`src/rtl/ram_arbiter_pkg.sv`:
```
// Shared constants and FSM encoding for the RAM port arbiter.
// Used by rr_picker and ram_arbiter.
package ram_arb_pkg;

    localparam int NREQ_DEF   = 4;
    localparam int ADDR_W_DEF = 16;
    localparam int DATA_W_DEF = 16;

    typedef logic [1:0] state_t;

    localparam state_t IDLE  = 2'd0;
    localparam state_t ISSUE = 2'd1;
    localparam state_t WAIT  = 2'd2;

    function automatic int idxWidth(input int n);
        return (n > 1) ? $clog2(n) : 1;
    endfunction

endpackage

```
`src/rtl/ram_arbiter_rr_picker.sv`:
```
// Combinational round-robin selector: the first active request
// after lastIdx (wrapping) wins.
module rr_picker
    import ram_arb_pkg::*;
#(
    parameter int NREQ  = NREQ_DEF,
    parameter int IDX_W = idxWidth(NREQ)
) (
    input  logic [NREQ-1:0]  req,
    input  logic [IDX_W-1:0] lastIdx,
    output logic             valid,
    output logic [IDX_W-1:0] winner
);

    int cand;

    // Scan from farthest to nearest so the nearest active request wins.
    always_comb begin
        valid  = 1'b0;
        winner = '0;
        cand   = 0;
        for (int k = NREQ; k >= 1; k--) begin
            cand = (int'(lastIdx) + k) % NREQ;
            if (req[IDX_W'(cand)]) begin
                valid  = 1'b1;
                winner = IDX_W'(cand);
            end
        end
    end

endmodule

```
`src/rtl/ram_arbiter.sv`:
```
// Round-robin arbiter sharing one DMA/RAM port between requesters.
// Optional WAIT watchdog compiled in with ARB_WATCHDOG_EN.
module ram_arbiter
    import ram_arb_pkg::*;
#(
    parameter int NREQ        = NREQ_DEF,
    parameter int ADDR_W      = ADDR_W_DEF,
    parameter int DATA_W      = DATA_W_DEF,
    parameter int TIMEOUT_CYC = 255
) (
    input  logic                     clk,
    input  logic                     RST,
    input  logic [NREQ-1:0]          req,
    input  logic [NREQ-1:0]          req_we,
    input  logic [NREQ*ADDR_W-1:0]   req_addr,
    input  logic [NREQ*DATA_W-1:0]   req_wdata,
    output logic [NREQ-1:0]          gnt,
    output logic [NREQ-1:0]          done,
    output logic [DATA_W-1:0]        rdata,
    output logic [ADDR_W-1:0]        ram_addr,
    output logic [DATA_W-1:0]        ram_wdata,
    output logic                     ram_read,
    output logic                     ram_write,
    input  logic [DATA_W-1:0]        ram_rdata,
    input  logic                     ram_done_read,
    input  logic                     ram_done_write,
    output logic                     busy,
    output logic                     timeout_err
);

    localparam int IDX_W = idxWidth(NREQ);

    state_t             state;
    logic [IDX_W-1:0]   curIdx;
    logic [IDX_W-1:0]   lastIdx;
    logic [IDX_W-1:0]   winner;
    logic               curWe;
    logic               pickValid;
    logic               hit;
    logic               wdFire;
    logic [ADDR_W-1:0]  addrArr  [NREQ];
    logic [DATA_W-1:0]  wdataArr [NREQ];

    for (genvar i = 0; i < NREQ; i++) begin : gUnpack
        assign addrArr[i]  = req_addr[i*ADDR_W +: ADDR_W];
        assign wdataArr[i] = req_wdata[i*DATA_W +: DATA_W];
    end

    rr_picker #(
        .NREQ  (NREQ),
        .IDX_W (IDX_W)
    ) uPicker (
        .req     (req),
        .lastIdx (lastIdx),
        .valid   (pickValid),
        .winner  (winner)
    );

    // Only the completion type matching the latched direction counts.
    assign hit  = curWe ? ram_done_write : ram_done_read;
    assign busy = (state != IDLE);

`ifdef ARB_WATCHDOG_EN
    localparam int CNT_W = idxWidth(TIMEOUT_CYC + 1);

    logic [CNT_W-1:0] wdCnt;

    assign wdFire = (state == WAIT) && !hit &&
                    (wdCnt == CNT_W'(TIMEOUT_CYC - 1));

    always_ff @(posedge clk or posedge RST) begin
        if (RST) begin
            wdCnt       <= '0;
            timeout_err <= 1'b0;
        end else begin
            timeout_err <= wdFire;
            if (state != WAIT) begin
                wdCnt <= '0;
            end else begin
                wdCnt <= wdCnt + 1'b1;
            end
        end
    end
`else
    assign wdFire      = 1'b0;
    assign timeout_err = 1'b0;
`endif

    always_ff @(posedge clk or posedge RST) begin
        if (RST) begin
            state     <= IDLE;
            curIdx    <= '0;
            curWe     <= 1'b0;
            lastIdx   <= IDX_W'(NREQ - 1);
            gnt       <= '0;
            done      <= '0;
            rdata     <= '0;
            ram_addr  <= '0;
            ram_wdata <= '0;
            ram_read  <= 1'b0;
            ram_write <= 1'b0;
        end else begin
            done      <= '0;
            ram_read  <= 1'b0;
            ram_write <= 1'b0;
            case (state)
                IDLE: begin
                    if (pickValid) begin
                        curIdx    <= winner;
                        curWe     <= req_we[winner];
                        ram_addr  <= addrArr[winner];
                        ram_wdata <= wdataArr[winner];
                        gnt       <= NREQ'(1) << winner;
                        ram_read  <= !req_we[winner];
                        ram_write <= req_we[winner];
                        state     <= ISSUE;
                    end
                end
                ISSUE: begin
                    state <= WAIT;
                end
                WAIT: begin
                    if (hit || wdFire) begin
                        // An aborted read returns zero rather than bus noise.
                        if (!curWe) begin
                            rdata <= hit ? ram_rdata : '0;
                        end
                        done    <= gnt;
                        gnt     <= '0;
                        lastIdx <= curIdx;
                        state   <= IDLE;
                    end
                end
                default: begin
                    state <= IDLE;
                end
            endcase
        end
    end

endmodule

```
`config.mk`:
```
export PLATFORM = sky130hd
export DESIGN_NAME = ram_arbiter
export DESIGN_NICKNAME = d
export VERILOG_FILES = /design/src/rtl/ram_arbiter_pkg.sv /design/src/rtl/ram_arbiter_rr_picker.sv /design/src/rtl/ram_arbiter.sv
export SDC_FILE = /design/constraint.sdc
export NUM_CORES = 1
export LEC_CHECK = 0
export BUFFER_PORTS_ARGS = -buffer_cell sky130_fd_sc_hd__clkbuf_2
export CORE_MARGIN = 2
export CORE_UTILIZATION = 43
export CTS_CLUSTER_SIZE = 14
export DETAILED_ROUTE_END_ITERATION = 10
export GPL_ROUTABILITY_DRIVEN = 1
export GPL_TIMING_DRIVEN = 0
export PLACE_DENSITY = 0.9
export SLEW_MARGIN = 10
export SYNTH_ARGS = -nofsm -noshare
export SYNTH_HDL_FRONTEND = slang
export SYNTH_SLANG_ARGS = --single-unit
```
`constraint.sdc`:
```
create_clock -name clk -period 2.8 [get_ports clk]
set_input_delay 0.14 -clock clk [delete_from_list [all_inputs] [get_ports clk]]
set_output_delay 0.14 -clock clk [all_outputs]
set_load 0.01 [all_outputs]
```
* Word level (Yosys, flattened, before mapping) *
Cells that the tools add are included.

storage, ports and cells
  output and inout port bits = 60
  register bits = 65
  input bits = 156
  word-level logic and storage cells = 78

cells by class
  $lt $le $gt $ge = 6
  add/sub/neg operators = 4
  bitwise logic cells = 2
  multiplexer cells = 41
  reduce and logical (&&, ||, !) cells = 9
  shift-type cells = 1
  equality and inequality tests = 4

operators by type and width
  cell                   number
  $bmux W16 S2           2
  $mux W16               4
  $mux W1                18
  $lt A2 B4 Y1 const B   4
  $mux W4                4
  $mux W2                6
  $bmux W1 S2            5
  $pmux W4 S2            1
  $pmux W2 S3            1
  $reduce_and A2 Y1      3
  $reduce_and A3 Y1      2
  $add A2 B1 Y2 const B  2
  $add A2 B2 Y2 const B  2
  $ne A2 B2 Y1 const B   2
  $reduce_bool A2 Y1     2
  $shl A1 B2 Y4 const A  1
  $ge A3 B3 Y1 const B   1
  $lt A2 B3 Y1 const B   1
  $not A2 Y3             1
  $eq A2 B1 Y1 const B   1
  $eq A2 B2 Y1 const B   1
  $logic_not A2 Y1       1
  $logic_not A1 Y1       1
  $not A1 Y1             1

* Longest topological paths before layout *
  depth after elaboration = 13
  depth in mapped cells = 9
  gate-level depth less buffers = 5

* By module *
Synthesis repeated with hierarchy kept, for this count alone.

second synthesis, totals
  cell total of the unflattened synthesis = 281
  area, all modules = 3512.1 um2

modules (own cells, without submodules)
  module       instances  cells an instance  area an instance (um2)  seq. area each (um2)
  ram_arbiter  1          267                3420.8                  1629.1
  rr_picker    1          14                 91.3                    0.0

* Worst setup path before layout *
No wires, ideal clock.

  path type = flip-flop to flip-flop
  start = register lastIdx[0]
  end = register curWe
  data required time = 2.658 ns
  period minus slack after synthesis = 1.937 ns
  path buffers = 3
  cell stages (with the launch flop) = 9
  arrival time = 1.795 ns
  setup slack = 0.863 ns
  library setup time = 0.142 ns
  path through = dfstp_2 > buf_6 > and2b_1 > o21ai_1 > and3_1 > buf_2 > buf_2 > mux2i_1 > o221ai_1

between the ends
  cells in the longest elaborated chain, start to end = 10
  elaborated cells between the ends (all ways) = 27
  classes of those cells = 4 x add/sub; 22 x mux; 1 x reduce/logical

RTL lines
  what                                         RTL line                     text
  from (decl)                                  ram_arbiter.sv:35            logic [IDX_W-1:0] lastIdx;
  from (signal assigned)                       ram_arbiter.sv:94            lastIdx <= IDX_W'(NREQ - 1);
  from (signal assigned)                       ram_arbiter.sv:130           lastIdx <= curIdx;
  $add A2 B1 Y2                                ram_arbiter_rr_picker.sv:23  cand = (int'(lastIdx) + k) % NREQ;
  $bmux W1 S2                                  ram_arbiter_rr_picker.sv:24  if (req[IDX_W'(cand)]) begin
  $mux W1 (implied by the code) (2 in series)  ram_arbiter_rr_picker.sv:24
  $mux W2 (4 in series)                        ram_arbiter_rr_picker.sv:24
  $bmux W1 S2                                  ram_arbiter.sv:110           curWe <= req_we[winner];
  $mux W1 (implied by the code)                ram_arbiter.sv:110
  to (signal assigned)                         ram_arbiter.sv:110
  to (decl)                                    ram_arbiter.sv:37            logic curWe;

Several ways; a longest one is shown, not always the timed one. The select of a mux whose other input is x is not followed.
A chain may end at the register's enable or synchronous reset.

* Worst setup path in the final report *
Ends and elaborated chain as after synthesis.

==> results.py <==
metrics = {
    "critical_path": {
        "crit_path_start_kind": "flop",
        "slowest_delay_ns": 0.53,
        "crit_path_end_kind": "flop",
        "required_ns": 3.00,
        "path_delay_family": "buffers and inverters",
        "crit_fanout": 10,
        "cp_cell_sequence": "buf_6 > and2b_1 > o21ai_1 > and3_1 > buf_2 > buf_2 > mux2i_1 > o221ai_1",
        "crit_type": "flop to flop",
        "cp_num_buf_inv": 3,
        "cp-startpoint": "lastIdx[0]",
        "critPathSlowestCell": "dfstp_2",
        "crit_top_cell": "buf_2",
        "r2r-start": "lastIdx[0]",
        "arrival_ns": 2.53,
    },
    "floorplan": {
        "start_util": 0.440,
        "die_x_microns": 92.7,
        "pin_count": 216,
        "std_cell_rows": 32,
        "coreArea_sq_um": 7690,
        "die_y_microns": 92.7,
        "dieArea_sq_um": 8600,
    },
    "timing": {
        "period_share": 0.832,
        "maxSlewHeadroom": 0.466,
        "fin_ws_ns": 0.470,
        "fin_setup_tns_ns": 0,
        "fin_skew_ns": 0.0109,
        "slew_viol_final": 0,
        "setup_viol": 0,
        "min_period_ns": 2.33,
        "fmax_ghz": 0.429,
        "tightest_slew_ns": 0.800,
        "rsz0062_at_grt": "false",
        "hold_violations": 0,
    },
    "synthesis": {
        "synth.top_cell.area_share": 0.466,
        "synthCells": 328,
        "synth_cell_types": 37,
        "synth-seq-area-share": 0.481,
        "yosysWarnings": 0,
        "synth_top_cells_by_area": "dfrtp_1 (47%), and3_1 (5.7%), mux2_2 (5.7%)",
        "synth_top_area_cell": "dfrtp_1",
        "netlist_area_sq_um": 3390,
        "syn_area_per_cell_sq_um": 10.3,
        "synth_seq_cells": 65,
        "syn_nets": 484,
    },
    "clock_tree": {
        "clk_latency_ns": 0.35,
        "clk_pin_slew_ns": 0.08,
        "cts_resized": 0,
        "cts_sinks": 65,
        "postCtsHoldBufs": 1,
        "cts_root_buf": "clkbuf_8",
        "cts_setup_buffers": 0,
        "cts_max_path_buffers": 2,
        "cts_tree": "built",
        "numCtsBuffers": 9,
        "h-tree-depth": 3,
    },
    "power": {
        "p_leak_nw": 2.50,
        "ir_drop_v": 0.000404,
        "power.total_mw": 5.18,
        "p_per_area_nw_per_um2": 1080,
    },
    "global_route": {
        "grt_pass1_wl_microns": 17300,
        "gr-total-overflow": 0,
        "grt_pass1_vias": 3722,
        "grt_max_degree": 66,
        "grtUsageTotal": 0.258,
        "antenna_found_initial": 0,
    },
    "worst_hold_path": {
        "hp-start": "req_wdata[53]",
        "hold_path_class": "input port to flop",
    },
    "route": {
        "wirelength_microns": 11300,
        "vias": 3797,
        "ant_nets": 0,
        "via_per_inst": 5.77,
        "drc": 0,
        "drt_iter0_markers": 262,
        "wire_per_inst_microns": 17.2,
        "dr.pass1.iters": 5,
        "wl_met2_microns": 5700,
        "wl_met3_microns": 800,
        "top_layer": "met4",
        "wl_met1_microns": 4320,
    },
    "job": {
        "drv_cap": 0,
    },
    "finish": {
        "fillers": 690,
        "finalNetCount": 707,
        "mostFrequentLayoutCells": "clkbuf_2 (211), dfrtp_1 (63), nand3_1 (35)",
        "area_delta_synth_final_pct": 41.1,
        "fin_area_sq_um": 4780,
        "final_common_cell": "clkbuf_2",
        "stdcell_count": 658,
        "diodes": 0,
        "final_layout_size_suffix_gt1_frac": 0.486,
    },
    "place": {
        "pre_cts_slack_ns": 0.512,
        "place_congestion": 0.889,
        "dpl_cell_area_sq_um": 4570,
        "numPortBuffers": 211,
        "placed_cells": 641,
        "dp_hpwl_microns": 8520,
    },
    "outcome": {
        "status": "finished clean",
    },
}
## tightest hold or removal path, cell delays in order
cell	delay, ns
clkbuf_2	0.08
nand3_1	0.05
a31oi_1	0.06
## final cells by class
cell class	count	area (sq um)	share of cell area
multi-input cells	226	1580	0.330
clock inverters	7	71.3	0.0149
clock buffers	9	124	0.0259
plain buffers	34	170	0.0356
repair buffers	212	1070	0.223
inverters	3	13.8	0.00288
flip-flops and latches	65	1630	0.341
well taps	102	128	0.0267
## registers in the layout (all words and copies together), names as in the netlist
name / flops
gnt: 4
curWe: 1
lastIdx: 2
ram_write: 1
state: 2
ram_wdata: 16
rdata: 16
ram_read: 1
curIdx: 2
done: 4
ram_addr: 16
## layer usage
layer,vias to the layer above,global-route usage
met3,55,0.0317
li1,1710,-
met5,-,0
met2,239,0.451
met4,0,0.147
met1,1793,0.307
## final timing paths
kind,to,depth (start not counted),slack (ns)
hold / removal,ram_wdata[5],3,0.02
setup / recovery,curWe,8,0.47
max in group asynchronous,ram_addr[1],3,1.75
min in group asynchronous,ram_wdata[15],3,0.51
setup reg to reg,curWe,8,0.47
hold reg to reg,curIdx[0],2,0.49
## synthesized netlist by cell type (all sizes together)
cell and number:
and2b 1, o221a 1, nand2b 6, mux2i 2, nor2b 1, nor2 24
dfrtp 63, nand3 35, a31oi 17, nand2 10, and2 5, inv 3
o21ai 8, o22ai 3, o221ai 2, o211a 3, buf 19, a21oi 2
dfstp 2, a221o 15, mux2 17, or2 1, conb 1, a22o 5
and3 31, clkbuf 15, a21o 3, a221oi 17, o32a 15, a211oi 1
## cells by family after synthesis
logic type	after synthesis	share of synthesized area
multiplexers	19	0.0625
buffers and inverters	37	0.0536
other	1	0.00111
flip-flops	65	0.481
AND/OR/NAND/NOR	114	0.176
AO/OA/AOI/OAI	92	0.226
## metrics by stage
step                       util  hold WS (ns)
after floorplan               -         0.290
after global placement    0.594         0.374
after detailed placement  0.595         0.347
after CTS                 0.621       0.00842
after global routing      0.621        0.0121
final                     0.621        0.0245
## where the power goes
group	internal, mW	switching (mW)	leakage [nW]
registers	1.41	0.250	0.772
clock network	0.411	0.384	0.103
logic	1.20	1.52	1.62
Power figures use the tool's default switching activity.
